$ cat src/rtl/match_pkg.sv
// Shared types and default geometry for the memory-match turn controller.
// Provides the turn state enum, tile/symbol sizing and a symbol extractor.
package match_pkg;

   localparam int NTILES = 16;
   localparam int SYM_W  = 3;
   localparam int IDX_W  = $clog2(NTILES);

   typedef enum logic [2:0] {
      PICK1,
      PICK2,
      COMPARE,
      SHOW,
      DONE
   } state_e;

   function automatic logic [SYM_W-1:0] sym_at(
      input logic [NTILES*SYM_W-1:0] tiles,
      input logic [IDX_W-1:0]        idx
   );
      return tiles[int'(idx)*SYM_W +: SYM_W];
   endfunction

endpackage

$ cat src/rtl/match_hold_timer.sv
// Loadable down-counter that stops at zero.
// Ports: clk, reset, load_i/load_val_i (load), en_i (decrement), value_o, zero_o.
module match_hold_timer #(
   parameter int W = 10
) (
   input  logic         clk,
   input  logic         reset,
   input  logic         load_i,
   input  logic [W-1:0] load_val_i,
   input  logic         en_i,
   output logic [W-1:0] value_o,
   output logic         zero_o
);

   logic [W-1:0] cnt_q, cnt_d;

   always_comb begin
      cnt_d = cnt_q;
      if (load_i)
         cnt_d = load_val_i;
      else if (en_i && cnt_q != '0)
         cnt_d = cnt_q - 1'b1;
   end

   always_ff @(posedge clk or posedge reset) begin
      if (reset) cnt_q <= '0;
      else       cnt_q <= cnt_d;
   end

   assign value_o = cnt_q;
   assign zero_o  = (cnt_q == '0);

endmodule

$ cat src/rtl/match_turn_ctrl.sv
// Two-player turn sequencer for the memory match game: accepts picks,
// compares symbols, holds mismatches visible, tracks masks, player, scores.
// Ports: clk, reset (async, high), sel_valid/sel_idx/sel_ready pick handshake,
// tiles symbol bus, revealed/matched masks, player, score0/1, match/miss
// strobes, game_over. Optional macro TURN_TIMEOUT_EN adds an idle-pick timeout.
module match_turn_ctrl
   import match_pkg::*;
#(
   parameter int NTILES         = match_pkg::NTILES,
   parameter int SYM_W          = match_pkg::SYM_W,
   parameter int SHOW_CYCLES    = 1000,
   parameter int SCORE_W        = 4,
   parameter int TIMEOUT_CYCLES = 5000
) (
   input  logic                    clk,
   input  logic                    reset,
   input  logic                    sel_valid,
   input  logic [$clog2(NTILES)-1:0] sel_idx,
   output logic                    sel_ready,
   input  logic [NTILES*SYM_W-1:0] tiles,
   output logic [NTILES-1:0]       revealed,
   output logic [NTILES-1:0]       matched,
   output logic                    player,
   output logic [SCORE_W-1:0]      score0,
   output logic [SCORE_W-1:0]      score1,
   output logic                    match_pulse,
   output logic                    miss_pulse,
   output logic                    game_over
);

   localparam int LIDX_W = $clog2(NTILES);
   localparam int TMAX   = (SHOW_CYCLES > TIMEOUT_CYCLES) ?
                           SHOW_CYCLES : TIMEOUT_CYCLES;
   localparam int TW     = $clog2(TMAX + 1);
   localparam logic [NTILES-1:0] ONE = NTILES'(1);

   state_e                state_q, state_d;
   logic [NTILES-1:0]     revealed_q, revealed_d;
   logic [NTILES-1:0]     matched_q, matched_d;
   logic                  player_q, player_d;
   logic [SCORE_W-1:0]    score0_q, score0_d;
   logic [SCORE_W-1:0]    score1_q, score1_d;
   logic [LIDX_W-1:0]     first_q, first_d;
   logic [LIDX_W-1:0]     second_q, second_d;
   logic                  mpulse_q, mpulse_d;
   logic                  xpulse_q, xpulse_d;

   logic                  tmr_load, tmr_en, tmr_zero;
   logic [TW-1:0]         tmr_load_val, tmr_val;
   logic                  accept;
   logic [NTILES-1:0]     pair;

`ifdef TURN_TIMEOUT_EN
   // Timer reads 0 out of reset; the first PICK cycle arms it instead of
   // treating that 0 as an expired idle window.
   logic armed_q, armed_d;
`endif

   // SHOW hold and idle timeout share one counter: their states never overlap.
   match_hold_timer #(.W(TW)) u_timer (
      .clk        (clk),
      .reset      (reset),
      .load_i     (tmr_load),
      .load_val_i (tmr_load_val),
      .en_i       (tmr_en),
      .value_o    (tmr_val),
      .zero_o     (tmr_zero)
   );

   assign sel_ready = !reset && (state_q == PICK1 || state_q == PICK2);
   // Already-revealed covers re-picking the first tile during PICK2.
   assign accept = sel_valid && sel_ready &&
                   !matched_q[sel_idx] && !revealed_q[sel_idx];
   assign pair   = (ONE << first_q) | (ONE << second_q);

   always_comb begin
      state_d      = state_q;
      revealed_d   = revealed_q;
      matched_d    = matched_q;
      player_d     = player_q;
      score0_d     = score0_q;
      score1_d     = score1_q;
      first_d      = first_q;
      second_d     = second_q;
      mpulse_d     = 1'b0;
      xpulse_d     = 1'b0;
      tmr_load     = 1'b0;
      tmr_load_val = '0;
      tmr_en       = 1'b0;
`ifdef TURN_TIMEOUT_EN
      armed_d      = armed_q;
`endif
      unique case (state_q)
         PICK1: begin
            if (accept) begin
               revealed_d[sel_idx] = 1'b1;
               first_d             = sel_idx;
               state_d             = PICK2;
            end
         end
         PICK2: begin
            if (accept) begin
               revealed_d[sel_idx] = 1'b1;
               second_d            = sel_idx;
               state_d             = COMPARE;
            end
         end
         COMPARE: begin
            if (sym_at(tiles, first_q) == sym_at(tiles, second_q)) begin
               matched_d  = matched_q | pair;
               revealed_d = revealed_q & ~pair;
               mpulse_d   = 1'b1;
               if (!player_q && score0_q != '1)
                  score0_d = score0_q + 1'b1;
               if (player_q && score1_q != '1)
                  score1_d = score1_q + 1'b1;
               state_d = (&matched_d) ? DONE : PICK1;
            end else begin
               xpulse_d     = 1'b1;
               tmr_load     = 1'b1;
               tmr_load_val = TW'(SHOW_CYCLES - 1);
               state_d      = SHOW;
            end
         end
         SHOW: begin
            tmr_en = |tmr_val;
            if (tmr_zero) begin
               revealed_d = '0;
               player_d   = ~player_q;
               state_d    = PICK1;
            end
         end
         DONE: begin
         end
         default: state_d = PICK1;
      endcase
`ifdef TURN_TIMEOUT_EN
      if (state_q == PICK1 || state_q == PICK2) begin
         if (accept || !armed_q) begin
            tmr_load     = 1'b1;
            tmr_load_val = TW'(TIMEOUT_CYCLES - 1);
            armed_d      = 1'b1;
         end else if (tmr_zero) begin
            revealed_d   = '0;
            player_d     = ~player_q;
            xpulse_d     = 1'b1;
            state_d      = PICK1;
            tmr_load     = 1'b1;
            tmr_load_val = TW'(TIMEOUT_CYCLES - 1);
         end else begin
            tmr_en = 1'b1;
         end
      end else if (state_d == PICK1) begin
         tmr_load     = 1'b1;
         tmr_load_val = TW'(TIMEOUT_CYCLES - 1);
      end
`endif
   end

   always_ff @(posedge clk or posedge reset) begin
      if (reset) begin
         state_q    <= PICK1;
         revealed_q <= '0;
         matched_q  <= '0;
         player_q   <= 1'b0;
         score0_q   <= '0;
         score1_q   <= '0;
         first_q    <= '0;
         second_q   <= '0;
         mpulse_q   <= 1'b0;
         xpulse_q   <= 1'b0;
`ifdef TURN_TIMEOUT_EN
         armed_q    <= 1'b0;
`endif
      end else begin
         state_q    <= state_d;
         revealed_q <= revealed_d;
         matched_q  <= matched_d;
         player_q   <= player_d;
         score0_q   <= score0_d;
         score1_q   <= score1_d;
         first_q    <= first_d;
         second_q   <= second_d;
         mpulse_q   <= mpulse_d;
         xpulse_q   <= xpulse_d;
`ifdef TURN_TIMEOUT_EN
         armed_q    <= armed_d;
`endif
      end
   end

   assign revealed    = revealed_q;
   assign matched     = matched_q;
   assign player      = player_q;
   assign score0      = score0_q;
   assign score1      = score1_q;
   assign match_pulse = mpulse_q;
   assign miss_pulse  = xpulse_q;
   assign game_over   = (state_q == DONE);

endmodule

$ cat config.mk
export PLATFORM = sky130hd
export DESIGN_NAME = match_turn_ctrl
export DESIGN_NICKNAME = d
export VERILOG_FILES = /design/src/rtl/match_pkg.sv /design/src/rtl/match_hold_timer.sv /design/src/rtl/match_turn_ctrl.sv
export SDC_FILE = /design/constraint.sdc
export NUM_CORES = 1
export LEC_CHECK = 0
export ABC_AREA = 1
export CAP_MARGIN = 10
export CORE_AREA = 2 2 109 111
export DETAILED_ROUTE_END_ITERATION = 7
export DIE_AREA = 0 0 111 113
export PLACE_DENSITY = 0.76
export SLEW_MARGIN = 20
export SYNTH_ARGS = -nofsm -noshare
export SYNTH_HDL_FRONTEND = slang
export SYNTH_SLANG_ARGS = --single-unit
$ cat constraint.sdc
create_clock -name clk -period 2.55 [get_ports clk]
set_input_delay 0.3825 -clock clk [delete_from_list [all_inputs] [get_ports clk]]
set_output_delay 0.3825 -clock clk [all_outputs]
set_load 0.02 [all_outputs]
; ---- Word level (Yosys, flattened, before mapping)
; Cells that the tools add are included.
[totals]
input_bits = 55
out_inout_bits = 45
reg_bits = 67
wordCells = 95
[op_classes]
order_cmp = 2
n_reduce_logical = 29
addsub = 3
mux = 25
shift = 4
n_eq_ne = 12
n_mul = 2
n_bitwise = 7
[op_table]
columns = op, n
row1 = $shiftx A48 B7 Y3, 2
row2 = $mux W16, 3
row3 = $or A16 B16 Y16, 3
row4 = $pmux W16 S3, 1
row5 = $shl A1 B4 Y16 const A, 2
row6 = $mux W13, 2
row7 = $mux W10, 2
row8 = $and A16 B16 Y16, 1
row9 = $not A16 Y16, 1
row10 = $reduce_and A16 Y1, 1
row11 = $mux W3, 5
row12 = $pmux W3 S5, 1
row13 = $logic_not A13 Y1, 1
row14 = $reduce_bool A13 Y1, 1
row15 = $reduce_or A13 Y1, 1
row16 = $sub A13 B1 Y13 const B, 1
row17 = $mul A4 B2 Y6 const B, 2
row18 = $add A4 B1 Y4 const B, 2
row19 = $bmux W1 S4, 2
row20 = $logic_and A1 B1 Y1, 8
row21 = $mux W1, 8
row22 = $ne A2 B2 Y1 const B, 4
row23 = $ne A4 B4 Y1 const B, 2
row24 = $reduce_and A2 Y1, 4
row25 = other kinds (17), 24

; ---- Logic depth before layout (Yosys ltp)
[depth]
word_depth = 8
ltp_mapped = 19
depth_no_buf = 16

; ---- By module
; From an unflattened synthesis, not the netlist that was laid out.
[hier_totals]
hier_cells = 849
area_unflattened_um2 = 5529.1
[by_module_without_submodules]
columns = module, area_each_um2, cells_per_inst, instances, seq_area_each_um2
row1 = match_turn_ctrl, 4586.9, 710, 1, 1351.3
row2 = match_hold_timer, 942.2, 139, 1, 325.3

; ---- Worst setup path after synthesis
; OpenSTA, ideal clock, no wires.
[synth_timing]
path_type = reg-to-reg
from = reg state_q[2]
to = reg revealed_q[11] (netlist: revealed[11])
period_less_slack_ns = 2.101
n_path_buf = 1
arrival_time_ns = 1.983
slack_ns = 0.449
required_ns = 2.433
setup_time_ns = 0.117
path_stages_with_launch = 10
path_cell_list = dfrtp_1 -> nor3_1 -> nand3_1 -> o21ai_1 -> nand2_1 -> nor2_2 -> nand2_4 -> buf_6 -> nand2_1 -> nand2_1
[synth_via]
elab_chain_len = 8
word_cells_on_any_way = 16
classes_between = 6 x eq/ne / 1 x mux / 9 x reduce/logical
[synth_lines]
columns = element, line_no
row1 = from (decl), match_turn_ctrl.sv:37  ; state_e state_q, state_d;
row2 = from (signal assigned), match_turn_ctrl.sv:176  ; state_q <= state_d;
row3 = $eq A3 B1 Y1 or $logic_not A3 Y1 (tied branches), match_turn_ctrl.sv:70  ; assign sel_ready = !reset && (state_q == PICK1 || state_q == PICK2);
row4 = $logic_or A1 B1 Y1 (*), match_turn_ctrl.sv:70
row5 = $logic_and A1 B1 Y1 (*), match_turn_ctrl.sv:70
row6 = net sel_ready, match_turn_ctrl.sv:19  ; output logic sel_ready,
row7 = $logic_and A1 B1 Y1 (*) (2 in series), match_turn_ctrl.sv:72  ; assign accept = sel_valid && sel_ready &&
row8 = $logic_and A1 B1 Y1 (*), match_turn_ctrl.sv:73  ; !matched_q[sel_idx] && !revealed_q[sel_idx];
row9 = $ne A2 B1 Y1 (no line) (*), --
row10 = $reduce_and A4 Y1 (no line) (*), --
row11 = to (signal assigned), match_turn_ctrl.sv:177  ; revealed_q <= revealed_d;
row12 = to (decl), match_turn_ctrl.sv:38  ; logic [NTILES-1:0] revealed_q, revealed_d;
; The timed path passes the listed nets; every way through them passes the cells marked *.
; A chain may end at the register's enable or synchronous reset.

; ---- Final worst setup path
[layout_timing]
from = reg state_q[2]
to = out sel_ready
[layout_via]
elab_chain_len = 3
word_cells_on_any_way = 4
classes_between = 1 x eq/ne / 3 x reduce/logical
[layout_lines]
columns = element, line_no
row1 = $eq A3 B1 Y1 or $logic_not A3 Y1 (tied branches), match_turn_ctrl.sv:70
row2 = $logic_or A1 B1 Y1 (*), match_turn_ctrl.sv:70
row3 = $logic_and A1 B1 Y1 (*), match_turn_ctrl.sv:70
row4 = to (decl), match_turn_ctrl.sv:19
; Every way passes the cells marked *; elsewhere a longest branch is shown, timed or not.

==> impl_metrics.env <==
export IMPL_outcome="finished, final reports clean"
export IMPL_drtIter0Drc=651
export IMPL_grt_busiest_layer="met2"
export IMPL_start_kind="register"
export IMPL_final_area_um2=6440
export IMPL_yosysTopAreaCellShare_pct=33.7
export IMPL_seqPwrFrac_pct=24.2
export IMPL_worstMarginPinSlew_ps=498
export IMPL_portBuffers=99
export IMPL_cts_sink_count=67
export IMPL_via_per_inst=5.40
export IMPL_fin_crit_sh_pct=90.6
export IMPL_wl_mm=15.4
export IMPL_r2r_slack_ps=280
export IMPL_via_count=5534
export IMPL_slew_violations=0
export IMPL_synth_area_top_cells="dfrtp_1 34%, nand2_1 22%, nand3_1 8.3%, o21ai_0 6.0%, inv_1 5.5%"
export IMPL_hold_ws_ps=326
export IMPL_powerDensity_nw_per_um2=1060
export IMPL_grt_max_degree=38
export IMPL_synth_area_um2=4970
export IMPL_ant_nets=0
export IMPL_cts_resized=0
export IMPL_power_internal_mw=3.48
export IMPL_syn_avg_cell_area_um2=6.45
export IMPL_die_x_um=111
export IMPL_ys_types=33
export IMPL_final_cells=1025
export IMPL_die_area_um2=12500
export IMPL_numCtsBuffers=9
export IMPL_setup_viol=0
export IMPL_wl_per_cell_um=15.0
export IMPL_initial_core_util_pct=44.1
export IMPL_ys_ff_latch=67
export IMPL_total_power_mw=6.84
export IMPL_dr_pass1_iters=5
export IMPL_seqCellArea_um2=1680
export IMPL_met2_usage_pct=38.7
export IMPL_clock_skew_ps=7.67
export IMPL_synthesis_nets=830
export IMPL_multi_input_area_um2=2770
export IMPL_vdd_drop_max_uv=592
export IMPL_switching_share_pct=49.2
export IMPL_worst_path_max_fanout=5
export IMPL_gr_total_overflow=0
export IMPL_crit_path_end_kind="primary output"
export IMPL_cts_root_buf="clkbuf_16"
export IMPL_placedCellCount=1009
export IMPL_grt_usage_pct=24.9
export IMPL_fmax_ghz=0.433
export IMPL_rows=39
export IMPL_clk_pin_slew_ps=60
export IMPL_grt_pass1_vias=5168
export IMPL_holdBufCountCts=0
export IMPL_clock_latency_ps=340
export IMPL_critical_path_class="reg2out"
export IMPL_grt_pass1_wl_mm=25.4
export IMPL_power_switching_mw=3.37
export IMPL_fin_crit_ps=2310
export IMPL_area_delta_synth_final_pct=29.5
export IMPL_met3_usage_pct=3.91
export IMPL_dieHeight_um=113
export IMPL_crit_required_ps=2170
export IMPL_ioPinCount=100
export IMPL_hold_path_class="in2async"
export IMPL_drv_cap=0
export IMPL_r2r_cells=12
export IMPL_synth_seq_area_share_pct=33.7
export IMPL_power_leakage_nw=3.16
export IMPL_cts_htree_levels=3
export IMPL_drive_above_1_share_pct=8.50
export IMPL_antenna_found_initial=0
export IMPL_synthCells=771
export IMPL_yosysWarnings=0
export IMPL_rsz0062_at_grt="false"
export IMPL_final_common_cell="nand2_1"
export IMPL_n_fill_cell=1085
export IMPL_design_core_area_um2=11300
export IMPL_cts_tree="yes"
export IMPL_antennaDiodeCount=0
export IMPL_hold_viol_final=0
export IMPL_tns_ps=0
export IMPL_layout_common_cells="288 x nand2_1, 99 x clkdlybuf4s50_1, 82 x nand3_1"
export IMPL_max_slew_margin_rel_pct=66.7
export IMPL_grt_use_met1_pct=34.8
export IMPL_gp_congestion=0.987
export IMPL_cp_arrival_ps=1930
export IMPL_place_hpwl_mm=11.4
export IMPL_drc=0
export IMPL_clk_path_buf_depth=2
export IMPL_finalNetCount=936
export IMPL_p_comb_share_pct=57.1
export IMPL_postCtsSetupBuffers=0
export IMPL_pwr_share_clk_pct=18.7
export IMPL_synth_top_cell_by_area="dfrtp_1"
export IMPL_place_area_um2=6130
[worst max-delay path, cell delays in order, from the launching register on]
cell	delay [ps]
dfrtp_1	460
nor3_1	430
clkdlybuf4s50_1	700
[worst paths after layout]
kind,from,to
min in group clk,u_timer.value_o[5]$_DFFE_PP0P_,u_timer.value_o[5]$_DFFE_PP0P_
worst min register to register,u_timer.value_o[5]$_DFFE_PP0P_,u_timer.value_o[5]$_DFFE_PP0P_
max in group asynchronous,reset,first_q[1]$_DFFE_PP0P_
worst max-delay path,state_q[2]$_DFFE_PP0P_,sel_ready
worst min-delay path,reset,u_timer.value_o[2]$_DFFE_PP0P_
worst max register to register,second_q[1]$_DFFE_PP0P_,revealed[1]$_DFFE_PP0P_
[per-stage QoR]
step / utilization (%) / setup WS, ps
after global routing: 57.1 / 13.4
after CTS: 57.1 / 250
after global placement: 54.4 / 108
after detailed placement: 54.4 / 64.2
after floorplan: - / 449
final: 57.1 / 239
[cell type report]
cell class	count	area share [%]
sequential	67	26.0
clock buffer	9	3.50
multi-input combinational	593	43.0
inverter	78	4.59
timing repair buffer	128	18.8
tap	143	2.78
clock inverter	7	1.28
[power groups by stage]
stage / clock network (mW) / logic [mW] / registers (mW)
after floorplan: 0 / 2.70 / 1.72
final: 1.28 / 3.91 / 1.65
after global placement: 0 / 3.81 / 1.65
after global routing: 1.33 / 4.37 / 1.70
after CTS: 1.29 / 3.88 / 1.64
after detailed placement: 0 / 3.85 / 1.66
[flip-flops by register name, summed over array words and instances (netlist names), 3 cells and up]
signal	flops
score1	4
matched	16
u_timer.value_o	13
state_q	3
score0	4
first_q	4
revealed	16
second_q	4
[synthesized netlist by cell type (all sizes together)]
| cell type | number |
|---|---|
| clkinv | 1 |
| inv | 77 |
| a31oi | 2 |
| a21oi | 30 |
| nand4 | 18 |
| xnor2 | 4 |
| buf | 26 |
| o21bai | 7 |
| ha | 4 |
| nand3 | 83 |
| or2 | 1 |
| a31o | 1 |
| o21ai | 64 |
| dfrtp | 67 |
| nand3b | 1 |
| nor2 | 52 |
| nor3 | 9 |
| clkbuf | 7 |
| o22ai | 13 |
| nand2 | 295 |
| o211ai | 1 |
| xor2 | 8 |
[per-layer routing]
metal	vias to the layer above	share of wire, %
met2	274	44
met3	34	8.1
met1	2517	46
met4	0	2.4
met5	-	0
li1	2709	-
[cell families (layout without fill, tap and decap cells)]
family / count (synthesis) / count (layout) / share of synthesized area [%]
AOI/OAI and AO/OA: 118 / 118 / 13.4
buffers and inverters: 111 / 222 / 10.7
and+or+nand+nor: 459 / 459 / 39.1
DFF: 67 / 67 / 33.7
xor gates and xnor gates: 12 / 12 / 2.11
adders and majority gates: 4 / 4 / 1.01
No activity file was read; power rests on OpenSTA's default activity.
